**src/rtl/reg_wb_pkg.sv**
```systemverilog
// Shared types for the register write-back path.
// Holds the register address/data widths and the buffered write record.
package reg_wb_pkg;

  localparam int REG_ADDR_W = 5;
  localparam int REG_DATA_W = 32;
  localparam logic [REG_ADDR_W-1:0] REG_ZERO = 5'd0;

  typedef struct packed {
    logic [REG_ADDR_W-1:0] addr;
    logic [REG_DATA_W-1:0] data;
  } wr_entry_t;

endpackage

```
**src/rtl/reg_write_arbiter_if.sv**
```systemverilog
// Bundles the pipeline, long-unit, decode-read and register-file signals
// that meet at the write-back arbiter.
interface reg_write_arbiter_if;
  import reg_wb_pkg::*;

  logic                  pipe_wr;
  logic [REG_ADDR_W-1:0] pipe_addr;
  logic [REG_DATA_W-1:0] pipe_data;
  logic                  lu_issue;
  logic [REG_ADDR_W-1:0] lu_issue_addr;
  logic                  lu_valid;
  logic [REG_ADDR_W-1:0] lu_addr;
  logic [REG_DATA_W-1:0] lu_data;
  logic                  lu_ready;
  logic [REG_ADDR_W-1:0] rd_addr1;
  logic [REG_ADDR_W-1:0] rd_addr2;
  logic                  rf_wr;
  logic [REG_ADDR_W-1:0] rf_addr;
  logic [REG_DATA_W-1:0] rf_data;
  logic                  stall;
  logic [31:0]           pending;

  modport master (
    output pipe_wr, pipe_addr, pipe_data, lu_issue, lu_issue_addr,
           lu_valid, lu_addr, lu_data, rd_addr1, rd_addr2,
    input  lu_ready, rf_wr, rf_addr, rf_data, stall, pending
  );

  modport slave (
    input  pipe_wr, pipe_addr, pipe_data, lu_issue, lu_issue_addr,
           lu_valid, lu_addr, lu_data, rd_addr1, rd_addr2,
    output lu_ready, rf_wr, rf_addr, rf_data, stall, pending
  );

endinterface

```
**src/rtl/wb_fifo.sv**
```systemverilog
// DEPTH-entry FIFO of pending long-unit register writes.
// Push is ignored when full and pop when empty, so callers cannot corrupt the count.
module wb_fifo
  import reg_wb_pkg::*;
#(
  parameter int DEPTH = 2
) (
  input  logic      clk,
  input  logic      reset,
  input  logic      push,
  input  wr_entry_t push_entry,
  input  logic      pop,
  output wr_entry_t head,
  output logic      full,
  output logic      empty
);

  localparam int PTR_W = $clog2(DEPTH);
  localparam int CNT_W = $clog2(DEPTH + 1);

  wr_entry_t        mem_q [DEPTH];
  wr_entry_t        mem_d [DEPTH];
  logic [PTR_W-1:0] wr_ptr_q, wr_ptr_d;
  logic [PTR_W-1:0] rd_ptr_q, rd_ptr_d;
  logic [CNT_W-1:0] count_q, count_d;
  logic             do_push, do_pop;

  assign full    = (count_q == CNT_W'(DEPTH));
  assign empty   = (count_q == '0);
  assign head    = mem_q[rd_ptr_q];
  assign do_push = push && !full;
  assign do_pop  = pop && !empty;

  // Power-of-two depth lets the pointers wrap by plain overflow.
  always_comb begin
    mem_d    = mem_q;
    wr_ptr_d = wr_ptr_q;
    rd_ptr_d = rd_ptr_q;
    count_d  = count_q;
    if (do_push) begin
      mem_d[wr_ptr_q] = push_entry;
      wr_ptr_d        = wr_ptr_q + 1'b1;
    end
    if (do_pop) begin
      rd_ptr_d = rd_ptr_q + 1'b1;
    end
    if (do_push && !do_pop) begin
      count_d = count_q + 1'b1;
    end else if (do_pop && !do_push) begin
      count_d = count_q - 1'b1;
    end
  end

  always_ff @(posedge clk or negedge reset) begin
    if (!reset) begin
      for (int i = 0; i < DEPTH; i++) begin
        mem_q[i] <= '0;
      end
      wr_ptr_q <= '0;
      rd_ptr_q <= '0;
      count_q  <= '0;
    end else begin
      mem_q    <= mem_d;
      wr_ptr_q <= wr_ptr_d;
      rd_ptr_q <= rd_ptr_d;
      count_q  <= count_d;
    end
  end

endmodule

```
**src/rtl/reg_write_arbiter.sv**
```systemverilog
// Shares the single register-file write port between the main pipeline and
// buffered long-unit results, tracking in-flight destinations to raise stalls.
module reg_write_arbiter
  import reg_wb_pkg::*;
#(
  parameter int DEPTH        = 2,
  parameter int STARVE_LIMIT = 4
) (
  input  logic                clk,
  input  logic                reset,
  reg_write_arbiter_if.slave  bus
);

  localparam int WAIT_W = $clog2(STARVE_LIMIT + 1);

  wr_entry_t         head;
  wr_entry_t         push_entry;
  logic              full, empty;
  logic              push, pop;
  logic              force_head, waw, pipe_sel, lu_ready;
  logic              active_q, active_d;
  logic [WAIT_W-1:0] wait_q, wait_d;
  logic [31:0]       pending_q, pending_d;

  wb_fifo #(.DEPTH(DEPTH)) u_fifo (
    .clk        (clk),
    .reset      (reset),
    .push       (push),
    .push_entry (push_entry),
    .pop        (pop),
    .head       (head),
    .full       (full),
    .empty      (empty)
  );

  // Ready only comes up on the first clock after reset, keeping lu_ready low throughout reset.
  assign lu_ready   = active_q && !full;
  assign push       = bus.lu_valid && lu_ready && (bus.lu_addr != REG_ZERO);
  assign push_entry = '{addr: bus.lu_addr, data: bus.lu_data};
  assign bus.lu_ready = lu_ready;
  assign bus.pending  = pending_q;

  always_comb begin
    force_head  = !empty && (wait_q >= WAIT_W'(STARVE_LIMIT));
    waw         = bus.pipe_wr && (bus.pipe_addr != REG_ZERO) && pending_q[bus.pipe_addr];
    pipe_sel    = !force_head && bus.pipe_wr && (bus.pipe_addr != REG_ZERO) && !waw;
    pop         = !pipe_sel && !empty;
    bus.rf_wr   = 1'b0;
    bus.rf_addr = REG_ZERO;
    bus.rf_data = '0;
    if (reset) begin
      if (pipe_sel) begin
        bus.rf_wr   = 1'b1;
        bus.rf_addr = bus.pipe_addr;
        bus.rf_data = bus.pipe_data;
      end else if (!empty) begin
        bus.rf_wr   = 1'b1;
        bus.rf_addr = head.addr;
        bus.rf_data = head.data;
      end
    end
    bus.stall = force_head || waw || pending_q[bus.rd_addr1] || pending_q[bus.rd_addr2];
  end

  // A new issue to the register being retired this cycle must stay pending.
  always_comb begin
    active_d  = 1'b1;
    pending_d = pending_q;
    if (pop) begin
      pending_d[head.addr] = 1'b0;
    end
    if (bus.lu_issue && (bus.lu_issue_addr != REG_ZERO)) begin
      pending_d[bus.lu_issue_addr] = 1'b1;
    end
    pending_d[0] = 1'b0;
    wait_d = wait_q;
    if (empty || pop) begin
      wait_d = '0;
    end else if (wait_q < WAIT_W'(STARVE_LIMIT)) begin
      wait_d = wait_q + 1'b1;
    end
  end

  always_ff @(posedge clk or negedge reset) begin
    if (!reset) begin
      active_q  <= 1'b0;
      wait_q    <= '0;
      pending_q <= '0;
    end else begin
      active_q  <= active_d;
      wait_q    <= wait_d;
      pending_q <= pending_d;
    end
  end

endmodule

```
**src/flat_wrapper.sv**
```systemverilog
// flat-port wrapper written by rule: the top's interface ports become plain ports
module reg_write_arbiter_flat import reg_wb_pkg::*;
#(
  parameter int DEPTH        = 2,
  parameter int STARVE_LIMIT = 4
)
  (clk, reset, bus_pipe_wr, bus_pipe_addr, bus_pipe_data, bus_lu_issue, bus_lu_issue_addr, bus_lu_valid, bus_lu_addr, bus_lu_data, bus_rd_addr1, bus_rd_addr2, bus_lu_ready, bus_rf_wr, bus_rf_addr, bus_rf_data, bus_stall, bus_pending);
  reg_write_arbiter_if bus_i ();
  input  logic clk;
  input  logic reset;
  input wire logic [$bits(bus_i.pipe_wr)-1:0] bus_pipe_wr;
  input wire logic [$bits(bus_i.pipe_addr)-1:0] bus_pipe_addr;
  input wire logic [$bits(bus_i.pipe_data)-1:0] bus_pipe_data;
  input wire logic [$bits(bus_i.lu_issue)-1:0] bus_lu_issue;
  input wire logic [$bits(bus_i.lu_issue_addr)-1:0] bus_lu_issue_addr;
  input wire logic [$bits(bus_i.lu_valid)-1:0] bus_lu_valid;
  input wire logic [$bits(bus_i.lu_addr)-1:0] bus_lu_addr;
  input wire logic [$bits(bus_i.lu_data)-1:0] bus_lu_data;
  input wire logic [$bits(bus_i.rd_addr1)-1:0] bus_rd_addr1;
  input wire logic [$bits(bus_i.rd_addr2)-1:0] bus_rd_addr2;
  output wire logic [$bits(bus_i.lu_ready)-1:0] bus_lu_ready;
  output wire logic [$bits(bus_i.rf_wr)-1:0] bus_rf_wr;
  output wire logic [$bits(bus_i.rf_addr)-1:0] bus_rf_addr;
  output wire logic [$bits(bus_i.rf_data)-1:0] bus_rf_data;
  output wire logic [$bits(bus_i.stall)-1:0] bus_stall;
  output wire logic [$bits(bus_i.pending)-1:0] bus_pending;
  assign bus_i.pipe_wr = bus_pipe_wr;
  assign bus_i.pipe_addr = bus_pipe_addr;
  assign bus_i.pipe_data = bus_pipe_data;
  assign bus_i.lu_issue = bus_lu_issue;
  assign bus_i.lu_issue_addr = bus_lu_issue_addr;
  assign bus_i.lu_valid = bus_lu_valid;
  assign bus_i.lu_addr = bus_lu_addr;
  assign bus_i.lu_data = bus_lu_data;
  assign bus_i.rd_addr1 = bus_rd_addr1;
  assign bus_i.rd_addr2 = bus_rd_addr2;
  assign bus_lu_ready = bus_i.lu_ready;
  assign bus_rf_wr = bus_i.rf_wr;
  assign bus_rf_addr = bus_i.rf_addr;
  assign bus_rf_data = bus_i.rf_data;
  assign bus_stall = bus_i.stall;
  assign bus_pending = bus_i.pending;
  reg_write_arbiter #(.DEPTH(DEPTH), .STARVE_LIMIT(STARVE_LIMIT)) u_core (.clk(clk), .reset(reset), .bus(bus_i));
endmodule
```
**config.mk**
```make
export PLATFORM = sky130hd
export DESIGN_NAME = reg_write_arbiter_flat
export DESIGN_NICKNAME = d
export VERILOG_FILES = /design/src/rtl/reg_wb_pkg.sv /design/src/rtl/reg_write_arbiter_if.sv /design/src/rtl/wb_fifo.sv /design/src/rtl/reg_write_arbiter.sv /design/src/flat_wrapper.sv
export SDC_FILE = /design/constraint.sdc
export NUM_CORES = 1
export LEC_CHECK = 0
export CAP_MARGIN = 25
export CORE_MARGIN = 3
export CORE_UTILIZATION = 50
export DETAILED_ROUTE_END_ITERATION = 16
export PLACE_DENSITY_LB_ADDON = 0.08
export SLEW_MARGIN = 20
export SYNTH_ARGS = -nofsm -noshare
export SYNTH_HDL_FRONTEND = slang
export SYNTH_SLANG_ARGS = --single-unit
export TNS_END_PERCENT = 30
```
**constraint.sdc**
```tcl
create_clock -name clk -period 8.94 [get_ports clk]
set_input_delay 2.682 -clock clk [delete_from_list [all_inputs] [get_ports clk]]
set_output_delay 2.682 -clock clk [all_outputs]
set_load 0.05 [all_outputs]
```
==> results of run 1 <==
-- flip-flops by register name, indices dropped and copies added, names as in the netlist --
register                cells
u_core.active_q             1
u_core.bus.pending         31
u_core.u_fifo.wr_ptr_q      1
u_core.u_fifo.rd_ptr_q      1
u_core.u_fifo.count_q       2
u_core.wait_q               3
u_core.u_fifo.mem_q        74
-- final cells by class --
cell class              count  area [um2]
multi-input cells         423        3400
fillers                   902        3250
flip-flops and latches    113        2830
repair buffers            171        2110
clock buffers              23         468
well taps                 168         210
clock inverters             6        85.1
inverters                   3        11.3
-- final timing paths --
| path | from | to | slack [ns] | cells past startpoint |
|---|---|---|---|---|
| max reg2reg | u_core.bus.pending[28]$_DFF_PN0_ | u_core.u_fifo.count_q[1]$_DFFE_PN0P_ | 6.11 | 9 |
| min | u_core.wait_q[0]$_DFFE_PN0P_ | u_core.wait_q[0]$_DFFE_PN0P_ | 0.44 | 1 |
| max | bus_pipe_addr[0] | bus_stall | 0.31 | 8 |
| min reg2reg | u_core.wait_q[0]$_DFFE_PN0P_ | u_core.wait_q[0]$_DFFE_PN0P_ | 0.44 | 1 |
| max in group asynchronous | reset | u_core.bus.pending[19]$_DFF_PN0_ | 5.87 | 2 |
| min in group asynchronous | reset | u_core.bus.pending[7]$_DFF_PN0_ | 2.16 | 1 |
-- cell families (layout without fill, tap and decap cells) --
kind of cell	count (synthesis)	in the layout	share of synthesized area
xor gates and xnor gates	6	6	0.00811
AOI/OAI and AO/OA	89	89	0.105
and+or+nand+nor	175	175	0.125
muxes	149	149	0.280
adders and majority gates	2	2	0.00386
other	2	2	0.00116
DFF	113	113	0.436
buffers and inverters	48	203	0.0404
-- report_power, final --
group          total, mW  switching (mW)  internal, mW
Combinational       1.89            1.06         0.828
Clock              0.640           0.222         0.418
Sequential          1.00           0.236         0.765
-- cell usage in the layout, fill, tap and decap left out, types with 2 or more instances in the layout --
cell / n
a21oi_1: 4
and3_1: 3
and3b_1: 3
buf_12: 39
buf_4: 3
bufinv_16: 2
clkbuf_1: 4
clkbuf_16: 17
clkbuf_8: 2
clkdlybuf4s50_1: 126
clkinv_2: 2
clkinvlp_4: 2
conb_1: 2
dfrtp_1: 112
ha_1: 2
inv_1: 3
mux2_2: 86
mux2i_1: 45
mux4_2: 17
nand2_1: 88
nand3_1: 40
nor2_1: 15
nor2b_1: 2
nor3_1: 4
nor3b_1: 5
o211ai_1: 2
o21ai_0: 4
o22ai_1: 2
o31ai_1: 59
o41ai_1: 7
or2_2: 2
or4_1: 2
xnor2_1: 3
xor2_1: 3
-- metal layers --
| metal | share of wire | up-vias | track usage |
|---|---|---|---|
| met5 | 0 | - | 0 |
| met4 | 0.017 | 0 | 0.0823 |
| met3 | 0.080 | 35 | 0.0726 |
| met2 | 0.48 | 236 | 0.424 |
| met1 | 0.42 | 2685 | 0.343 |
| li1 | - | 2459 | - |
==> flow_summary.toml, run 1 <==
[pwr]
vdd_drop_max_mv = 0.184
p_leak_nw = 3.77
p_per_area_mw_per_mm2 = 388
p_total_mw = 3.53

[synthesis]
async_reset_ff_frac = 1.00
synth_cell_types = 51
synthTopCellsByCount = "dfrtp_1, nand2_1, mux2_2"
syn_nets = 680
mappedNetlistArea_mm2 = 0.00648
yosysTopAreaCellShare = 0.436
synth_area_per_cell_um2 = 11.1
yosysMostFrequentCell = "dfrtp_1"
yosys_warnings = 0
synthFlopType = "dfrtp_1"
synthTopCellsByArea = "dfrtp_1, mux2_2, mux2i_1, o31ai_1, mux4_2"
synth_top_area_cell = "dfrtp_1"
ys_seq_area_frac = 0.436
synth_edf_count = 0
synthCells = 584
yosys_register_bits = 113

[floorplan]
design.core.area_mm2 = 0.0124
initial_utilization = 0.524
boundaryPins = 166
dieArea_mm2 = 0.0144
fp-row-count = 40
die_w_um = 120
fp.dieH_um = 120

[cells_and_area]
final_cells = 907
num_antenna_cells = 0
postLayoutCoreUtil = 0.737
fin_area_mm2 = 0.00911
final_nets = 825
syn_to_final_growth_pct = 40.6
drive_above_1_share = 0.246

[timing]
max_slew_margin = 0.358
whs_ns = 0.439
skew_ns = 0.00914
fin_crit_sh = 0.966
maxSlewViolCount = 0
fin_crit_ns = 8.63
tightest_slew_ns = 0.963
setup_slack_ns = 0.307
setup_tns_ns = 0
clock.fmax_mhz = 116
setup_violations = 0
rsz0062_at_grt = "no"
finalHoldViolCount = 0

[worst_setup_path]
crit_top_cell = "clkdlybuf4s50_1"
worstSetupStartpointType = "input pin"
cp_num_buf_inv = 3
cp_slowest_cell = "clkdlybuf4s50_1"
cpLargestDelayFamily = "buffers and inverters"
critPathMaxFanout = 11
worst_path_largest_cell_delay_ns = 0.83
critPathKind = "input pin to output pin"
cp.required_ns = 6.26
cp_data_arrival_time_ns = 5.95
cp-end-kind = "output pin"
path_cells = "clkdlybuf4s50_1 > buf_4 > mux2_2 > o21ai_0 > o211ai_1 > and4_1 > or4_1 > clkdlybuf4s50_1"

[clock_tree]
cts-root-buf = "clkbuf_16"
cts_sinks = 113
holdBufCountCts = 0
htree_levels = 4
post-cts-setup-buffer-count = 0
cts_tree = "yes"
path_clk_slew_ns = 0.05
cts_resized = 0
clkLatencyLatePin_ns = 0.41
cts_buffer_depth = 2
numCtsBuffers = 17

[drt]
first_pass_iters = 5
num_vias = 5415
wl_um = 18600
vias_per_cell = 5.97
drt_iter0_markers = 414
drcViolationCount = 0
post_drt_wl_per_cell_um = 20.5
ant_nets = 0

[global_routing]
antenna_found_initial = 0
grt_overflow = 0
grt_pass1_vias = 5555
grt_pass1_wl_um = 29600
grt_max_degree = 118
track_usage = 0.262

[place]
gp_congestion = 0.928
dpl_cell_area_mm2 = 0.00855
dp_hpwl_um = 13100
pre_cts_ws_ns = 0.345
place_inst = 877
portBuffers = 164

[job]
cap_violations = 0

[hold_path]
hold_path.class = "flip-flop to flip-flop"

[outcome]
run_status = "completed"
Power figures use the tool's default switching activity.
==> run 2, diff against run 1 <==
- CORE_ASPECT_RATIO: unset -> 2
==> flow_summary.toml, run 2 (synthesis gave the netlist of run 1 again) <==
[drt]
drcViolationCount = 0
drt_iter0_markers = 257
post_drt_wl_per_cell_um = 22.2
first_pass_iters = 7
num_vias = 5458
ant_nets = 0
vias_per_cell = 6.10
wl_um = 19900

[cells_and_area]
drive_above_1_share = 0.255
postLayoutCoreUtil = 0.720
final_nets = 828
n_fill_cell = 941
num_antenna_cells = 0
syn_to_final_growth_pct = 40.3
layout_common_cells = "clkdlybuf4s50_1, dfrtp_1, nand2_1, mux2_2, o31ai_1"
final_cells = 895
final_common_cell = "clkdlybuf4s50_1"
top_register = "u_core.u_fifo.mem_q"
largest_register_ffs = 74

[hold_path]
worstHoldPathCells = 1
hold_start = "u_core.wait_q[0]$_DFFE_PN0P_"
hold_path.class = "flip-flop to flip-flop"
whs_endpoint = "u_core.wait_q[0]$_DFFE_PN0P_"

[timing]
fin_crit_sh = 0.956
fin_crit_ns = 8.55
skew_ns = 0.0109
setup_violations = 0
setup_tns_ns = 0
maxSlewViolCount = 0
max_slew_margin = 0.361
finalHoldViolCount = 0
clock.fmax_mhz = 117
rsz0062_at_grt = "no"
tightest_slew_ns = 0.959

[floorplan]
initial_utilization = 0.513
dieArea_mm2 = 0.0144
die_w_um = 86.5
fp-row-count = 58
boundaryPins = 166
fp.dieH_um = 167
design.core.area_mm2 = 0.0126

[place]
gp_congestion = 0.974
portBuffers = 164
place_inst = 863
dp_hpwl_um = 14800

[global_routing]
grt_max_degree = 107
grt_overflow = 0
grt_pass1_wl_um = 30900
grt_pass1_vias = 5856
antenna_found_initial = 0
track_usage = 0.280

[outcome]
run_status = "completed"

[worst_setup_path]
timing.rr.end = "u_core.u_fifo.count_q[1]$_DFFE_PN0P_"
r2r_cells = 10
critPathKind = "input pin to output pin"
worstSetupStartpointType = "input pin"
cp_data_arrival_time_ns = 5.87
reg2reg_from = "u_core.bus.pending[31]$_DFF_PN0_"
cp-end-kind = "output pin"
r2r_slack_ns = 6.12
cp.required_ns = 6.26
critPathMaxFanout = 9

[pwr]
p_per_area_mw_per_mm2 = 390
vdd_drop_max_mv = 0.235
p_total_mw = 3.55
p_leak_nw = 3.78

[clock_tree]
htree_levels = 4
clkLatencyLatePin_ns = 0.41
cts-root-buf = "clkbuf_16"
holdBufCountCts = 0
cts_buffer_depth = 2
cts_tree = "yes"
numCtsBuffers = 17
post-cts-setup-buffer-count = 0
cts_resized = 0
path_clk_slew_ns = 0.05
cts_sinks = 113

[job]
cap_violations = 0
run 2: cell types whose count changed in the layout (fill, tap and decap cells not counted), sizes merged:
cell      delta
buf          +3
clkinvlp     +2
clkbuf       -3
clkinv       +3
inv          +1
run 2: power breakdown:
group          internal (mW)  switching [mW]
clock network          0.418           0.243
logic                  0.817            1.07
registers              0.764           0.231
total                   2.00            1.55
run 2: per-layer routing:
layer	vias up	share of wire	track usage
met3	47	0.056	0.0441
met2	230	0.57	0.513
met1	2724	0.34	0.296
met4	0	0.039	0.147
met5	-	0	0
li1	2457	-	-
run 2: layout make-up:
cell class / count / area, um2 / share of cell area
Multi-Input combinational cell: 423 / 3400 / 0.374
Inverter: 3 / 11.3 / 0.00124
Clock buffer: 20 / 447 / 0.0491
Timing Repair Buffer: 174 / 2080 / 0.229
Sequential cell: 113 / 2830 / 0.311
Tap cell: 150 / 188 / 0.0206
Clock inverter: 12 / 135 / 0.0149
run 2: through the flow:
stage | cell area (um2) | setup WS (ns) | hold WS, ns
final | 9090 | 0.392 | 0.445
after global routing | 9090 | 0.255 | 0.470
after CTS | 9090 | 0.365 | 0.440
after detailed placement | 8510 | 0.367 | 0.433
after global placement | 8480 | 0.394 | 0.419
after floorplan | 6480 | 1.03 | 0.408
run 2: how the worst max path moves through the flow:
stage / startpoint / endpoint / cells past startpoint
final: bus_rd_addr2[0] / bus_stall / 6
after global routing: bus_rd_addr2[0] / bus_stall / 6
after CTS: bus_rd_addr2[0] / bus_stall / 6
after detailed placement: bus_rd_addr2[0] / bus_stall / 6
after global placement: bus_rd_addr2[0] / bus_stall / 6
after floorplan: bus_pipe_addr[2] / bus_rf_data[21] / 8
run 2: critical path, cell delays in order:
cell,delay [ns]
clkdlybuf4s50_1,0.82
mux4_2,0.57
mux4_2,0.47
nor2b_1,0.14
or4_1,0.47
clkdlybuf4s50_1,0.71
==> run 3, diff against run 2 <==
- CAP_MARGIN: 25 -> 20
==> flow_summary.toml, run 3 (synthesis gave the netlist of run 1 again) <==
[outcome]
run_status = "completed"

[pwr]
p_leak_nw = 3.77
p_total_mw = 3.53
p_per_area_mw_per_mm2 = 389
vdd_drop_max_mv = 0.223

[global_routing]
antenna_found_initial = 0
grt_pass1_vias = 5936
grt_max_degree = 107
grtUsageMet1 = 0.288
gr-usage-met3 = 0.0525
top_usage_layer = "met2"
grt_pass1_wl_um = 31200
track_usage = 0.284
grt.met2_usage = 0.510
grt_overflow = 0

[drt]
drcViolationCount = 0
first_pass_iters = 5
wl_um = 20100
post_drt_wl_per_cell_um = 22.4
num_vias = 5518
drt_iter0_markers = 256
ant_nets = 0
vias_per_cell = 6.17

[cells_and_area]
drive_above_1_share = 0.256
num_antenna_cells = 0
final_cells = 895
multi_input_area_mm2 = 0.00340
largest_register_ffs = 74
fin_area_mm2 = 0.00907
syn_to_final_growth_pct = 40.0
seq_area_mm2 = 0.00283
final_nets = 828
top_register = "u_core.u_fifo.mem_q"
postLayoutCoreUtil = 0.718
final_common_cell = "clkdlybuf4s50_1"
n_fill_cell = 941
layout_common_cells = "clkdlybuf4s50_1, dfrtp_1, nand2_1, mux2_2, o31ai_1"

[timing]
skew_ns = 0.0138
setup_tns_ns = 0
fin_crit_ns = 8.55
maxSlewViolCount = 0
setup_violations = 0
clock.fmax_mhz = 117
finalHoldViolCount = 0
fin_crit_sh = 0.957
setup_slack_ns = 0.386
whs_ns = 0.440
tightest_slew_ns = 0.968
max_slew_margin = 0.354
rsz0062_at_grt = "no"

[worst_setup_path]
critPathMaxFanout = 9
cp-end-kind = "output pin"
cp_data_arrival_time_ns = 5.87
cp.required_ns = 6.26
reg2reg_from = "u_core.bus.pending[31]$_DFF_PN0_"
worstSetupStartpointType = "input pin"
startpoint = "bus_rd_addr2[0]"
critPathKind = "input pin to output pin"

[floorplan]
fp.dieH_um = 167
die_w_um = 86.5
boundaryPins = 166
dieArea_mm2 = 0.0144
initial_utilization = 0.513
fp-row-count = 58
design.core.area_mm2 = 0.0126

[clock_tree]
cts_sinks = 113
cts-root-buf = "clkbuf_16"
clkLatencyLatePin_ns = 0.41
cts_tree = "yes"
cts_resized = 0
holdBufCountCts = 0
htree_levels = 4
path_clk_slew_ns = 0.05
cts_buffer_depth = 2
numCtsBuffers = 17
post-cts-setup-buffer-count = 0

[place]
place_inst = 862
dpl_cell_area_mm2 = 0.00848
gp_congestion = 0.974
dp_hpwl_um = 14700
pre_cts_ws_ns = 0.374
portBuffers = 164

[hold_path]
hold_start = "u_core.wait_q[0]$_DFFE_PN0P_"
hold_path.class = "flip-flop to flip-flop"

[job]
cap_violations = 0
-- run 3: changes by cell type in the layout (fill, tap and decap cells not counted) --
| cell | delta |
|---|---|
| clkinv_4 | +2 |
| inv_6 | +2 |
| bufinv_16 | -1 |
| clkbuf_1 | -1 |
| clkbuf_8 | -1 |
| clkinvlp_4 | -1 |
-- run 3: worst max-delay path, cell delays in order --
cell and delay, ns:
clkdlybuf4s50_1 0.82, mux4_2 0.57, mux4_2 0.47, nor2b_1 0.14
or4_1 0.46, clkdlybuf4s50_1 0.71
-- run 3: final cells by class --
type | instances | area share
well taps | 150 | 0.0207
flip-flops and latches | 113 | 0.312
clock inverters | 14 | 0.0146
clock buffers | 18 | 0.0473
inverters | 3 | 0.00124
multi-input cells | 423 | 0.375
repair buffers | 174 | 0.230
-- run 3: worst paths after layout --
kind	to	slack, ns	depth (start not counted)
max	bus_stall	0.39	6
min	u_core.wait_q[0]$_DFFE_PN0P_	0.44	1
min in group asynchronous	u_core.bus.pending[6]$_DFF_PN0_	2.18	1
max in group asynchronous	u_core.u_fifo.mem_q[73]$_DFFE_PN0P_	5.13	3
max reg2reg	u_core.u_fifo.count_q[1]$_DFFE_PN0P_	6.08	10
min reg2reg	u_core.wait_q[0]$_DFFE_PN0P_	0.44	1
-- run 3: routing by layer --
metal / part of all wire / up-vias
met4: 0.056 / 0
met2: 0.55 / 265
met3: 0.057 / 51
met1: 0.33 / 2737
li1: - / 2465
met5: 0 / -
-- run 3: power by group --
| part | internal, mW | switching, mW | total, mW |
|---|---|---|---|
| clock | 0.385 | 0.253 | 0.638 |
| sequential | 0.764 | 0.233 | 0.997 |
| combinational | 0.817 | 1.08 | 1.90 |
